## config.mk

```make
export PLATFORM = sky130hd
export DESIGN_NAME = square_share_ctrl
export DESIGN_NICKNAME = d
export VERILOG_FILES = /design/src/rtl/square_pkg.sv /design/src/rtl/square_seq.sv /design/src/rtl/square_share_ctrl.sv
export SDC_FILE = /design/constraint.sdc
export NUM_CORES = 1
export LEC_CHECK = 0
export ABC_CLOCK_PERIOD_IN_PS = 4360
export CAP_MARGIN = 10
export CORE_UTILIZATION = 44
export CTS_BUF_LIST = sky130_fd_sc_hd__clkbuf_8 sky130_fd_sc_hd__clkbuf_16
export DETAILED_ROUTE_END_ITERATION = 6
export GPL_ROUTABILITY_DRIVEN = 0
export PLACE_DENSITY = 0.78
export REMOVE_ABC_BUFFERS = 1
export SYNTH_ARGS = -nofsm -noshare
export SYNTH_HDL_FRONTEND = slang
export SYNTH_SLANG_ARGS = --single-unit
```

## constraint.sdc

```tcl
create_clock -name clk -period 4.36 [get_ports clk]
set_clock_uncertainty 0.1 [all_clocks]
set_input_delay 0.872 -clock clk [delete_from_list [all_inputs] [get_ports clk]]
set_output_delay 0.872 -clock clk [all_outputs]
set_load 0.1 [all_outputs]
```

## src/rtl/square_pkg.sv

```systemverilog
// square_pkg
//   Shared definitions for the shared squarer controller.
//   - state_t        : controller FSM states (IDLE / CALC / DONE)
//   - DEF_WIDTH      : default operand width
//   - DEF_N_REQ      : default number of requesters
//   - MAX_REQ        : largest requester count the arbiter helper supports
//   - rr_next_grant  : round-robin winner search, returns {found, index}
package square_pkg;

   typedef enum logic [1:0] {
      ST_IDLE = 2'd0,
      ST_CALC = 2'd1,
      ST_DONE = 2'd2
   } state_t;

   localparam int DEF_WIDTH = 8;
   localparam int DEF_N_REQ = 4;
   localparam int MAX_REQ   = 8;

   // Search starts one past the previous grant and wraps, so the most
   // recently served requester has the lowest priority next time.
   // Result bit 3 flags that a winner exists; bits 2:0 hold its index.
   function automatic logic [3:0] rr_next_grant(input logic [MAX_REQ-1:0] valid,
                                                input logic [2:0]         last,
                                                input int                 n_req);
      logic [3:0] result;
      int         idx;
      result = '0;
      for (int k = 1; k <= MAX_REQ; k++) begin
         idx = int'(last) + k;
         // last < n_req and k <= n_req, so one wrap is always enough
         if (idx >= n_req) idx = idx - n_req;
         if ((k <= n_req) && !result[3] && valid[idx[2:0]]) begin
            result = {1'b1, idx[2:0]};
         end
      end
      return result;
   endfunction

endpackage

```

## src/rtl/square_seq.sv

```systemverilog
// square_seq
//   Multi-cycle shift-add squarer: one operand bit per step.
//   Ports:
//     clk        in   clock, rising edge
//     rst        in   synchronous active-high reset (bit counter only)
//     i_start    in   load operand, clear accumulator and bit counter
//     i_opnd     in   operand to square (WIDTH bits)
//     i_step     in   process the current bit
//     o_acc_nxt  out  accumulator value after the current step (2*WIDTH bits)
//     o_last     out  current step handles the final operand bit
module square_seq
   import square_pkg::*;
#(
   parameter int WIDTH = DEF_WIDTH,
   localparam int CNT_W = $clog2(WIDTH)
) (
   input  logic                 clk,
   input  logic                 rst,
   input  logic                 i_start,
   input  logic [WIDTH-1:0]     i_opnd,
   input  logic                 i_step,
   output logic [2*WIDTH-1:0]   o_acc_nxt,
   output logic                 o_last
);

   logic [WIDTH-1:0]   r_opnd;
   logic [2*WIDTH-1:0] r_acc;
   logic [CNT_W-1:0]   r_cnt;
   logic [2*WIDTH-1:0] w_addend;

   // Partial product for the current bit: opnd weighted by 2^cnt.
   assign w_addend  = {{WIDTH{1'b0}}, r_opnd} << r_cnt;
   assign o_acc_nxt = r_opnd[r_cnt] ? (r_acc + w_addend) : r_acc;
   assign o_last    = (r_cnt == CNT_W'(WIDTH - 1));

   always_ff @(posedge clk) begin
      if (i_start) begin
         r_opnd <= i_opnd;
         r_acc  <= '0;
      end else if (i_step) begin
         r_acc  <= o_acc_nxt;
      end
   end

   always_ff @(posedge clk) begin
      if (rst) begin
         r_cnt <= '0;
      end else if (i_start) begin
         r_cnt <= '0;
      end else if (i_step) begin
         r_cnt <= r_cnt + 1'b1;
      end
   end

endmodule

```

## src/rtl/square_share_ctrl.sv

```systemverilog
// square_share_ctrl
//   Round-robin front end sharing one shift-add squarer among N_REQ requesters.
//   Ports:
//     clk        in   clock, rising edge
//     rst        in   synchronous active-high reset, overrides everything
//     req_valid  in   per-requester operand valid
//     req_data   in   operands, requester i at [i*WIDTH +: WIDTH]
//     req_ready  out  one-hot accept strobe, only in IDLE
//     res_valid  out  one-cycle result strobe
//     res_id     out  owner of res_data
//     res_data   out  square of the accepted operand (held between results)
//     busy       out  high in CALC and DONE
module square_share_ctrl
   import square_pkg::*;
#(
   parameter int N_REQ = DEF_N_REQ,
   parameter int WIDTH = DEF_WIDTH,
   localparam int IDW  = $clog2(N_REQ)
) (
   input  logic                   clk,
   input  logic                   rst,
   input  logic [N_REQ-1:0]       req_valid,
   input  logic [N_REQ*WIDTH-1:0] req_data,
   output logic [N_REQ-1:0]       req_ready,
   output logic                   res_valid,
   output logic [IDW-1:0]         res_id,
   output logic [2*WIDTH-1:0]     res_data,
   output logic                   busy
);

   state_t             r_state;
   state_t             w_next_state;
   logic [IDW-1:0]     r_last_grant;
   logic [IDW-1:0]     r_tag;
   logic               r_res_valid;
   logic [IDW-1:0]     r_res_id;
   logic [2*WIDTH-1:0] r_res_data;

   logic [MAX_REQ-1:0] w_valid_ext;
   logic [3:0]         w_pick;
   logic               w_any;
   logic [IDW-1:0]     w_win;
   logic               w_start;
   logic               w_step;
   logic               w_last;
   logic [2*WIDTH-1:0] w_acc_nxt;

   assign w_valid_ext = MAX_REQ'(req_valid);
   assign w_pick      = rr_next_grant(w_valid_ext, 3'(r_last_grant), N_REQ);
   assign w_any       = w_pick[3];
   assign w_win       = IDW'(w_pick[2:0]);

   square_seq #(
      .WIDTH     (WIDTH)
   ) u_seq (
      .clk       (clk),
      .rst       (rst),
      .i_start   (w_start),
      .i_opnd    (req_data[w_win*WIDTH +: WIDTH]),
      .i_step    (w_step),
      .o_acc_nxt (w_acc_nxt),
      .o_last    (w_last)
   );

   always_comb begin
      w_next_state = r_state;
      w_start      = 1'b0;
      w_step       = 1'b0;
      req_ready    = '0;
      case (r_state)
         ST_IDLE: begin
            if (w_any) begin
               w_start          = 1'b1;
               req_ready[w_win] = 1'b1;
               w_next_state     = ST_CALC;
            end
         end
         ST_CALC: begin
            w_step = 1'b1;
            if (w_last) w_next_state = ST_DONE;
         end
         ST_DONE: begin
            w_next_state = ST_IDLE;
         end
         default: begin
            w_next_state = ST_IDLE;
         end
      endcase
      // A reset cycle accepts nothing, so the strobe must not claim otherwise.
      if (rst) req_ready = '0;
   end

   always_ff @(posedge clk) begin
      if (rst) begin
         r_state      <= ST_IDLE;
         r_last_grant <= IDW'(N_REQ - 1);
         r_res_valid  <= 1'b0;
         r_res_id     <= '0;
         r_res_data   <= '0;
      end else begin
         r_state     <= w_next_state;
         r_res_valid <= (r_state == ST_CALC) && w_last;
         if (w_start) r_last_grant <= w_win;
         // Capture the final accumulator on the last step so the result
         // is visible during DONE rather than one cycle later.
         if ((r_state == ST_CALC) && w_last) begin
            r_res_data <= w_acc_nxt;
            r_res_id   <= r_tag;
         end
      end
   end

   always_ff @(posedge clk) begin
      if (w_start) r_tag <= w_win;
   end

   assign res_valid = r_res_valid;
   assign res_id    = r_res_id;
   assign res_data  = r_res_data;
   assign busy      = (r_state != ST_IDLE);

endmodule

```

==> qor.txt, run 1 <==
CRITICAL PATH
------------------------------------------------------------------------------------
Category of the worst setup path capture point                            output pin
Worst reg2reg path endpoint                                             res_data[11]
Beginning of the worst register-to-register path                        u_seq.r_cnt[1]
Critical Path Source Type                                                  input pin
Worst Path Required                                                          3.39 ns
Slack of the worst reg-to-reg path                                           0.53 ns
Largest fanout of any net on the critical path                                    14
R2R depth                                                                         10
Type of the worst setup path                                            input pin to output pin
CP Launch Point                                                         req_valid[2]
Worst path arrival time                                                      3.19 ns

WORST HOLD PATH
------------------------------------------------------------------------------------
Class of the worst hold path                                            flip-flop to flip-flop
Worst hold path endpoint                                                 res_data[2]
Hold-critical path depth                                                           2
Hold wc startpoint                                                       res_data[2]

PLACED DESIGN
------------------------------------------------------------------------------------
Detail Placement HPWL                                                        6630 µm
I/O Buffers                                                                       61
Cell Area, Placed                                                           4280 µm²
Inst Count DP                                                                    553

PWR
------------------------------------------------------------------------------------
Total Power Consumption                                                    0.00249 W
IR Drop Worst-Case VDD                                                      0.370 mV
Power per standard cell area                                              570 nW/µm²
Pleak                                                                        1.70 nW

CLOCKING
------------------------------------------------------------------------------------
CTS max path bufs                                                                  2
Setup fix buffers added after clock tree synthesis                                 0
Clock tree from TritonCTS                                                        yes
Clock latency on the worst-skew pair                                         0.31 ns
Reg clk slew, reported paths                                                 0.09 ns
Cts bufs inserted                                                                  5
CTS root buffer                                                         sky130_fd_sc_hd__clkbuf_8
CTS hold repair buffers                                                            0
Total clock sinks                                                                 52
Total number of H-tree levels                                                      2
Post-CTS sizing                                                                    0

DIE
------------------------------------------------------------------------------------
Number of top-level pins                                                          62
Starting density of the core                                                   46.4%
Die boundary width                                                           92.9 µm
Die area                                                                    8640 µm²
Core Box Area                                                               7850 µm²
Height of the die                                                            92.9 µm
Std-Cell Rows                                                                     32

YOSYS
------------------------------------------------------------------------------------
Sequential-to-total area share from yosys stat                                 31.4%
Mean Syn Cell Area                                                          8.87 µm²
Number of enable flip-flop cells after synthesis                                  10
Number of instances in the synthesized netlist                                   410
Most used DFF post-synth                                                sky130_fd_sc_hd__dfxtp_1
Netlist area before placement                                               3640 µm²
Syn. warnings                                                                      0
Proportion of synthesized flip-flops having asynchronous set or reset             0%
Count of cell types in the netlist                                                67
FF+latch count, synth                                                             52

DRT
------------------------------------------------------------------------------------
Starting DRC count in detailed routing                                           232
Number of optimization iterations in the first detailed-route pass                 5
Number of vias in the routed layout                                            3,302
Residual DRC count                                                                 0
Via density                                                                     5.89
Average wire length per cell after detail routing                            16.0 µm
Antenna-violating nets left                                                        0
Wire length reported by the detailed router                                  9000 µm

TIMING
------------------------------------------------------------------------------------
Max-slew violations                                                                0
Transition time at the pin with the least slew margin                        1.01 ns
# setup viols final                                                                0
Peak clock frequency supported by timing                                     240 MHz
Tightest slew margin relative to the limit                                     32.5%
Fin. Hold Viols                                                                    0
Part of the cycle the worst path needs                                         95.4%
RSZ-0062 raised after global routing                                              no
Final period demand of the worst path                                        4.16 ns

JOB
------------------------------------------------------------------------------------
Number of violations of the max-capacitance limit                                  0

GLOBAL ROUTING
------------------------------------------------------------------------------------
Antenna violations before repair                                                   0
Total global-route track usage                                                 21.4%
Leftover overflow at the end of global routing                                     0
Largest net degree at the start of global routing                                 30
Wire length of the first global-routing pass                               14,600 µm
Vias in the first global route                                                 3,020

CELLS AND AREA
------------------------------------------------------------------------------------
Area of all placed cells without fillers                                    4370 µm²
Number of nets in the finished design                                            517
Non-filler instance count after layout                                           561
N_diodes                                                                           0
Top library cells by usage in the layout, fill and taps aside           sky130_fd_sc_hd__nand2_1 (64), sky130_fd_sc_hd__clkdlybuf4s50_1 (57), sky130_fd_sc_hd__dfxtp_1 (42)
Area growth from synthesis to final layout                                     20.0%
Leading cell type in the layout, fill and taps excluded                 sky130_fd_sc_hd__nand2_1
Share of cells above drive strength 1                                          12.2%

OUTCOME
------------------------------------------------------------------------------------
Status                                                                  finished, final reports clean

metal layers:
layer	wire length, µm	track usage, %	part of all wire (%)
met1	3840	27.0	43
met4	109	4.62	1.2
met2	4640	39.1	52
met5	0	0	0
met3	411	2.38	4.6
cell type report:
cell class	instances	area, µm²
Sequential cell	52	1140
Clock inverter	3	16.3
Clock buffer	5	68.8
Multi-Input combinational cell	318	2260
Inverter	13	48.8
Fill cell	729	3480
Tap cell	102	128
Timing Repair Buffer	68	703
Yosys cell counts, types with 10 or more instances:
| library cell | number | area (µm²) |
|---|---|---|
| sky130_fd_sc_hd__a21o_1 | 10 | 75.1 |
| sky130_fd_sc_hd__inv_1 | 12 | 45.0 |
| sky130_fd_sc_hd__o21ai_0 | 18 | 90.1 |
| sky130_fd_sc_hd__nand3_1 | 15 | 75.1 |
| sky130_fd_sc_hd__a21oi_1 | 32 | 160 |
| sky130_fd_sc_hd__edfxtp_1 | 10 | 300 |
| sky130_fd_sc_hd__clkbuf_1 | 14 | 52.6 |
| sky130_fd_sc_hd__mux2i_1 | 15 | 150 |
| sky130_fd_sc_hd__ha_1 | 20 | 250 |
| sky130_fd_sc_hd__nor2_1 | 26 | 97.6 |
| sky130_fd_sc_hd__mux4_2 | 11 | 248 |
| sky130_fd_sc_hd__nand2_1 | 64 | 240 |
| sky130_fd_sc_hd__dfxtp_1 | 42 | 841 |
worst max-delay path, stage by stage:
cell and delay (ns):
sky130_fd_sc_hd__clkdlybuf4s50_1 0.47, sky130_fd_sc_hd__mux4_2 0.55, sky130_fd_sc_hd__a31oi_1 0.22, sky130_fd_sc_hd__nor2_1 0.10, sky130_fd_sc_hd__a21oi_4 0.43, sky130_fd_sc_hd__and4_1 0.35
sky130_fd_sc_hd__buf_12 0.19
flip-flops by register name (all words and copies together), names as in the netlist:
name and count:
r_last_grant 2, r_state 2, r_tag 2, res_data 16, res_id 2, res_valid 1
u_seq.r_acc 16, u_seq.r_cnt 3, u_seq.r_opnd 8
power breakdown:
group	total [W]	switching, W	internal (W)	leakage (nW)
clock network	0.000275	0.000164	0.000110	0.0453
logic	0.00150	0.000872	0.000627	1.22
registers	0.000717	0.0000944	0.000622	0.440
how the worst max path moves through the flow:
| stage | end | slack [ns] | cells past startpoint |
|---|---|---|---|
| final | req_ready[0] | 0.20 | 7 |
| after CTS | req_ready[0] | 0.23 | 7 |
| after detailed placement | req_ready[0] | 0.23 | 7 |
| after global placement | req_ready[1] | 0.35 | 8 |
| after floorplan | req_ready[1] | -1.38 | 6 |
| after global routing | req_ready[0] | 0.06 | 7 |
kinds of logic (layout without fill, tap and decap cells):
kind of cell | Yosys count | count (layout) | synth area share [%]
and+or+nand+nor | 145 | 145 | 18.5
muxes | 33 | 33 | 13.1
xor gates and xnor gates | 8 | 8 | 1.93
adders and majority gates | 21 | 21 | 7.43
DFF | 52 | 52 | 31.4
buffers and inverters | 40 | 89 | 6.50
AOI/OAI and AO/OA | 111 | 111 | 21.1
metrics by stage:
stage / hold slack [ns] / util, % / setup TNS, ns / setup slack (ns)
3_5_place_dp: 0.347 / 54.6 / 0 / 0.226
4_1_cts: 0.360 / 55.6 / 0 / 0.228
5_1_grt: 0.385 / 55.6 / 0 / 0.0609
6_report: 0.354 / 55.6 / 0 / 0.199
2_1_floorplan: 0.345 / - / -2.76 / -1.38
3_3_place_gp: 0.341 / 54.6 / 0 / 0.349
(Power assumes the default switching activity.)
==> inputs of run 2 (changes only) <==
--- a/config.mk
+++ b/config.mk
@@ -5,7 +5,7 @@
 export SDC_FILE = /design/constraint.sdc
 export NUM_CORES = 1
 export LEC_CHECK = 0
-export ABC_CLOCK_PERIOD_IN_PS = 4360
+export ABC_CLOCK_PERIOD_IN_PS = 4300
 export CAP_MARGIN = 10
 export CORE_UTILIZATION = 44
 export CTS_BUF_LIST = sky130_fd_sc_hd__clkbuf_8 sky130_fd_sc_hd__clkbuf_16
@@ -13,6 +13,7 @@
 export GPL_ROUTABILITY_DRIVEN = 0
 export PLACE_DENSITY = 0.78
 export REMOVE_ABC_BUFFERS = 1
+export SETUP_SLACK_MARGIN = 0.15
 export SYNTH_ARGS = -nofsm -noshare
 export SYNTH_HDL_FRONTEND = slang
 export SYNTH_SLANG_ARGS = --single-unit
==> constraint.sdc (replaced) <==
create_clock -name clk -period 4.3 [get_ports clk]
set_clock_uncertainty 0.1 [all_clocks]
set_input_delay 0.86 -clock clk [delete_from_list [all_inputs] [get_ports clk]]
set_output_delay 0.86 -clock clk [all_outputs]
set_load 0.1 [all_outputs]
==> run 2 against run 1 <==
  * Sequential share of layout area fell by 0.35 points
  * Count of clock-buffer cells in the layout up 1
  * Combinational power about the same
==> qor.txt, run 2 (same netlist as run 1, synthesis figures left out) <==
OUTCOME
---------------------------------------------------------------------------------
Status                                                               finished, final reports clean

PLACED DESIGN
---------------------------------------------------------------------------------
Pre-CTS setup slack                                                      0.233 ns
Cell Area, Placed                                                        4290 µm²
Detail Placement HPWL                                                     6520 µm
I/O Buffers                                                                    61

DIE
---------------------------------------------------------------------------------
Core Box Area                                                            7850 µm²
Std-Cell Rows                                                                  32
Number of top-level pins                                                       62
Height of the die                                                         92.9 µm
Starting density of the core                                                46.4%
Die boundary width                                                        92.9 µm
Die area                                                                 8640 µm²

CLOCKING
---------------------------------------------------------------------------------
Reg clk slew, reported paths                                              0.09 ns
Clock tree from TritonCTS                                                     yes
CTS root buffer                                                      sky130_fd_sc_hd__clkbuf_8
Clock latency on the worst-skew pair                                      0.31 ns
Total clock sinks                                                              52
Cts bufs inserted                                                               5
Total number of H-tree levels                                                   2
CTS max path bufs                                                               2
CTS hold repair buffers                                                         0

CELLS AND AREA
---------------------------------------------------------------------------------
Area growth from synthesis to final layout                                  21.6%
Area of all placed cells without fillers                                 4430 µm²
Number of nets in the finished design                                         519
Share of cells above drive strength 1                                       13.0%
Layout fillers                                                                704
N_diodes                                                                        0
Leading cell type in the layout, fill and taps excluded              sky130_fd_sc_hd__nand2_1
Top library cells by usage in the layout, fill and taps aside        sky130_fd_sc_hd__nand2_1 (64), sky130_fd_sc_hd__clkdlybuf4s50_1 (57), sky130_fd_sc_hd__dfxtp_1 (42)

PWR
---------------------------------------------------------------------------------
Power per standard cell area                                           590 nW/µm²
Sw frac                                                                     43.6%
IR Drop Worst-Case VDD                                                   0.374 mV
Share of total power in the clock network                                   13.4%
Share of total power in sequential cells                                    28.1%
Total Power Consumption                                                 0.00261 W
Internal Power                                                          0.00147 W
Pleak                                                                     1.73 nW
Switch Pwr                                                              0.00114 W
Power share of the combinational group                                      58.5%

CRITICAL PATH
---------------------------------------------------------------------------------
Largest fanout of any net on the critical path                                  5
Type of the worst setup path                                         input pin to output pin
Worst reg2reg path endpoint                                          res_data[11]
Critical path's largest stage delay                                       0.54 ns
Critical Path Source Type                                               input pin
CP Launch Point                                                      req_valid[2]
Slack of the worst reg-to-reg path                                        0.48 ns
Slowest cell on crit path                                            sky130_fd_sc_hd__mux4_2
Worst path arrival time                                                   2.95 ns
R2R depth                                                                      10
Beginning of the worst register-to-register path                     u_seq.r_cnt[1]
Category of the worst setup path capture point                         output pin
Worst Path Required                                                       3.34 ns
Cell chain of the critical path                                      clkdlybuf4s50_1 > mux4_2 > nand3b_1 > o221a_2 > inv_1 > and4_1 > buf_12

TIMING
---------------------------------------------------------------------------------
# setup viols final                                                             0
Part of the cycle the worst path needs                                      90.9%
Peak clock frequency supported by timing                                  256 MHz
Tightest slew margin relative to the limit                                  34.2%
Setup WS post-layout                                                     0.391 ns
Max-slew violations                                                             0
RSZ-0062 raised after global routing                                           no
Fin. Hold Viols                                                                 0
Transition time at the pin with the least slew margin                    0.983 ns
Final period demand of the worst path                                     3.91 ns

DRT
---------------------------------------------------------------------------------
Antenna-violating nets left                                                     0
Average wire length per cell after detail routing                         15.8 µm
Residual DRC count                                                              0
Via density                                                                  5.81
Wire length reported by the detailed router                               8880 µm
Starting DRC count in detailed routing                                        299
Number of vias in the routed layout                                         3,273
Number of optimization iterations in the first detailed-route pass              5

GLOBAL ROUTING
---------------------------------------------------------------------------------
Vias in the first global route                                              3,074
Largest net degree at the start of global routing                              26
Leftover overflow at the end of global routing                                  0
Wire length of the first global-routing pass                            14,600 µm
Total global-route track usage                                              21.2%
Antenna violations before repair                                                0

JOB
---------------------------------------------------------------------------------
Number of violations of the max-capacitance limit                               0

WORST HOLD PATH
---------------------------------------------------------------------------------
Hold wc startpoint                                                    res_data[2]
Hold-critical path depth                                                        2
Worst hold path endpoint                                              res_data[2]
Class of the worst hold path                                         flip-flop to flip-flop

## run 2: cell type report
class	count	area, µm²	area share, %
multi-input cells	318	2270	51.4
flip-flops and latches	52	1140	25.8
repair buffers	70	718	16.2
well taps	102	128	2.88
clock buffers	6	82.6	1.87
inverters	13	48.8	1.10
clock inverters	2	33.8	0.763
## run 2: worst max-delay path by stage
stage / to / depth (start not counted)
after floorplan: req_ready[1] / 6
after global placement: req_ready[1] / 8
after detailed placement: req_ready[3] / 8
after CTS: req_ready[3] / 8
after global routing: res_data[11] / 10
final: req_ready[2] / 7
## run 2: power by group through the flow
stage	combinational [W]	sequential, W	clock [W]
after floorplan	0.00111	0.000719	0
after global placement	0.00145	0.000736	0
after detailed placement	0.00148	0.000744	0
after CTS	0.00149	0.000734	0.000356
after global routing	0.00167	0.000749	0.000378
final	0.00153	0.000733	0.000350
## run 2: timing repair
action / CTS / global route
setup endpoints to repair: 0 / 4
resized for setup: 0 / 2
setup buffers: 0 / 1
## run 2: layer usage
layer  wire length [µm]  global-route usage (%)
met1               3700                    27.1
met2               4550                    36.9
met3                443                    3.20
met4                194                    5.90
met5                  0                       0
## run 2: per-stage QoR
step / std cells / hold WS, ns / setup TNS (ns) / utilization, %
after floorplan: 383 / 0.345 / -2.84 / -
after global placement: 554 / 0.343 / 0 / 54.7
after detailed placement: 554 / 0.348 / 0 / 54.7
after CTS: 562 / 0.362 / 0 / 56.1
after global routing: 563 / 0.388 / 0 / 56.4
final: 563 / 0.357 / 0 / 56.4
## run 2: worst max-delay path, delay by kind of cell
family | cells | cell delay [ns]
AOI/OAI and AO/OA | 1 | 0.30
buffers and inverters | 3 | 0.77
muxes | 1 | 0.54
and+or+nand+nor | 2 | 0.47
==> inputs of run 3 (changes only) <==
--- a/config.mk
+++ b/config.mk
@@ -16,4 +16,5 @@
 export SETUP_SLACK_MARGIN = 0.15
 export SYNTH_ARGS = -nofsm -noshare
 export SYNTH_HDL_FRONTEND = slang
+export SYNTH_HIERARCHICAL = 1
 export SYNTH_SLANG_ARGS = --single-unit
==> run 3 against run 2 <==
  * Critical path depth is 1 higher
  * Area after synthesis is 7.6% higher
  * Worst hold slack better by 0.0026 ns
  * Power is 18% higher
  * Final cell count is 10% higher
  * Clock power is 17% lower
  * Die area is 7.4% higher
  * Worst setup slack worse by 0.23 ns
  * Global-route usage is 0.21 points higher
  * Synthesized cell count is 12% higher
  * Routed wire length is 7.7% higher
==> qor.txt, run 3 <==
YOSYS
------------------------------------------------------------------------------------
FF+latch count, synth                                                             52
Number of instances in the synthesized netlist                                   459
Count of cell types in the netlist                                                64
Most used DFF post-synth                                                sky130_fd_sc_hd__dfxtp_1
Number of enable flip-flop cells after synthesis                                  10
Post-synthesis cell type with the largest combined area                 sky130_fd_sc_hd__dfxtp_1
Leading cell types by total area after synthesis                        sky130_fd_sc_hd__dfxtp_1 (21%), sky130_fd_sc_hd__mux2i_1 (9.2%), sky130_fd_sc_hd__edfxtp_1 (7.7%)
Synth top cells by count                                                sky130_fd_sc_hd__nand2_1 (68), sky130_fd_sc_hd__dfxtp_1 (42), sky130_fd_sc_hd__a21oi_1 (37)
Sequential-to-total area share from yosys stat                                 29.1%
Syn. warnings                                                                      6
Proportion of synthesized flip-flops having asynchronous set or reset             0%
Netlist area before placement                                               3920 µm²
Mean Syn Cell Area                                                          8.53 µm²
Top-count cell post-synth                                               sky130_fd_sc_hd__nand2_1
Portion of synthesized cell area occupied by the leading cell type             21.5%

CLOCKING
------------------------------------------------------------------------------------
Clock latency on the worst-skew pair                                         0.31 ns
Cts bufs inserted                                                                  5
CTS hold repair buffers                                                            0
Total clock sinks                                                                 52
Reg clk slew, reported paths                                                 0.09 ns
CTS max path bufs                                                                  2
Total number of H-tree levels                                                      2
CTS root buffer                                                         sky130_fd_sc_hd__clkbuf_8
Clock tree from TritonCTS                                                        yes

CELLS AND AREA
------------------------------------------------------------------------------------
Number of nets in the finished design                                            568
Top library cells by usage in the layout, fill and taps aside           sky130_fd_sc_hd__nand2_1 (68), sky130_fd_sc_hd__clkdlybuf4s50_1 (57), sky130_fd_sc_hd__dfxtp_1 (41)
Non-filler instance count after layout                                           620
N_diodes                                                                           0
Total area of multi-input combinational cells                               2610 µm²
Share of cells above drive strength 1                                          13.1%
Register area                                                               1140 µm²
Leading cell type in the layout, fill and taps excluded                 sky130_fd_sc_hd__nand2_1
Layout fillers                                                                   794
Area growth from synthesis to final layout                                     21.9%
Final Util                                                                     55.0%

TIMING
------------------------------------------------------------------------------------
# setup viols final                                                                0
RSZ-0062 raised after global routing                                             yes
Part of the cycle the worst path needs                                         96.2%
Fin Setup TNS                                                                   0 ns
Final period demand of the worst path                                        4.14 ns
Transition time at the pin with the least slew margin                       0.974 ns
WHS                                                                         0.359 ns
Fin. Hold Viols                                                                    0
Max-slew violations                                                                0
Peak clock frequency supported by timing                                     242 MHz
Tightest slew margin relative to the limit                                     34.9%

GLOBAL ROUTING
------------------------------------------------------------------------------------
Largest net degree at the start of global routing                                 27
Leftover overflow at the end of global routing                                     0
Total global-route track usage                                                 21.4%
Antenna violations before repair                                                   0
Wire length of the first global-routing pass                               15,500 µm
Vias in the first global route                                                 3,393

CRITICAL PATH
------------------------------------------------------------------------------------
Slack of the worst reg-to-reg path                                           0.51 ns
Critical path's largest stage delay                                          0.47 ns
Slowest cell on crit path                                               sky130_fd_sc_hd__clkdlybuf4s50_1
Worst Path Required                                                          3.34 ns
Type of the worst setup path                                            input pin to output pin
Largest fanout of any net on the critical path                                     7
Worst path arrival time                                                      3.18 ns
Critical Path Source Type                                                  input pin
Cell chain of the critical path                                         clkdlybuf4s50_1 > mux2_4 > a22o_2 > or3_4 > o22ai_4 > nor4b_4 > buf_4 > buf_12
R2R depth                                                                         11
Category of the worst setup path capture point                            output pin

DIE
------------------------------------------------------------------------------------
Core Box Area                                                               8680 µm²
Die area                                                                    9280 µm²
Die boundary width                                                           96.3 µm
Number of top-level pins                                                          62
Height of the die                                                            96.3 µm
Starting density of the core                                                   45.1%
Std-Cell Rows                                                                     34

DRT
------------------------------------------------------------------------------------
Wire length reported by the detailed router                                  9560 µm
Antenna-violating nets left                                                        0
Met3 routed wirelength                                                        474 µm
Detailed-route wire length on metal 1                                        3990 µm
Via density                                                                     5.82
Met2 wire length                                                             4870 µm
Number of optimization iterations in the first detailed-route pass                 7
Starting DRC count in detailed routing                                           161
Uppermost signal routing layer after detailed routing                           met4
Number of vias in the routed layout                                            3,610
Average wire length per cell after detail routing                            15.4 µm
Residual DRC count                                                                 0

PWR
------------------------------------------------------------------------------------
IR Drop Worst-Case VDD                                                      0.762 mV
Pleak                                                                        1.78 nW
Power per standard cell area                                              646 nW/µm²

PLACED DESIGN
------------------------------------------------------------------------------------
Detail Placement HPWL                                                        7030 µm
Inst Count DP                                                                    610
I/O Buffers                                                                       61

WORST HOLD PATH
------------------------------------------------------------------------------------
Hold-critical path depth                                                           2
Class of the worst hold path                                            flip-flop to flip-flop

JOB
------------------------------------------------------------------------------------
Number of violations of the max-capacitance limit                                  0

OUTCOME
------------------------------------------------------------------------------------
Status                                                                  finished, final reports clean

[run 3: changes by cell type in the layout (fill, tap and decap cells not counted), sizes merged, moves of 7 or more]
cell / previous run / this run
a21o: 11 / 4
a31oi: 8 / 1
mux2: 7 / 18
mux2i: 15 / 36
mux4: 11 / 3
nand3: 15 / 7
nor2: 26 / 34
o21a: 1 / 8
[run 3: critical path: cells and delay by family]
kind	cells	cell delay [ns]
muxes	1	0.33
and+or+nand+nor	2	0.68
buffers and inverters	3	0.80
AOI/OAI and AO/OA	2	0.49
[run 3: what timing repair did]
item / in CTS / in global routing
endpoints found under the setup margin: 2 / 4
gates resized for setup: 2 / 8
pin swaps: 0 / 1
setup buffers: 0 / 2
[run 3: layout make-up]
cell class | count | share of cell area, %
Multi-Input combinational cell | 367 | 54.8
Sequential cell | 52 | 23.9
Timing Repair Buffer | 74 | 15.7
Tap cell | 108 | 2.83
Clock buffer | 5 | 1.44
Inverter | 11 | 0.865
Clock inverter | 3 | 0.446
[run 3: where the power goes]
group	leakage, nW	internal (W)	total (W)	switching, W
registers	0.440	0.000640	0.000745	0.000105
logic	1.29	0.000903	0.00205	0.00114
clock network	0.0445	0.000116	0.000289	0.000173
total	1.78	0.00166	0.00308	0.00142
[run 3: stage by stage]
step,setup WS [ns],power (W),area [µm²]
2_1_floorplan,-2.32,0.00217,3760
3_3_place_gp,0.258,0.00260,4630
3_5_place_dp,0.116,0.00266,4630
4_1_cts,0.170,0.00297,4730
5_1_grt,0.0365,0.00328,4770
6_report,0.163,0.00308,4770
[run 3: final timing paths]
check,startpoint,to
max,req_valid[2],req_ready[2]
min,res_data[7],res_data[7]
max reg2reg,u_seq/r_cnt[1],res_data[10]
min reg2reg,res_data[7],res_data[7]
[run 3: kinds of logic after synthesis]
kind of cell | after synthesis | synth area share [%]
AND/OR/NAND/NOR | 161 | 19.4
multiplexers | 57 | 16.8
adder cells (fa/ha/maj) | 19 | 6.26
buffers and inverters | 40 | 5.08
flip-flops | 52 | 29.1
XOR/XNOR | 9 | 2.01
AO/OA/AOI/OAI | 121 | 21.3
[run 3: per-layer routing]
layer	GRT usage, %	up-vias
li1	-	1781
met1	24.1	1670
met2	39.4	138
met3	3.24	21
met4	10.0	0
met5	0	-
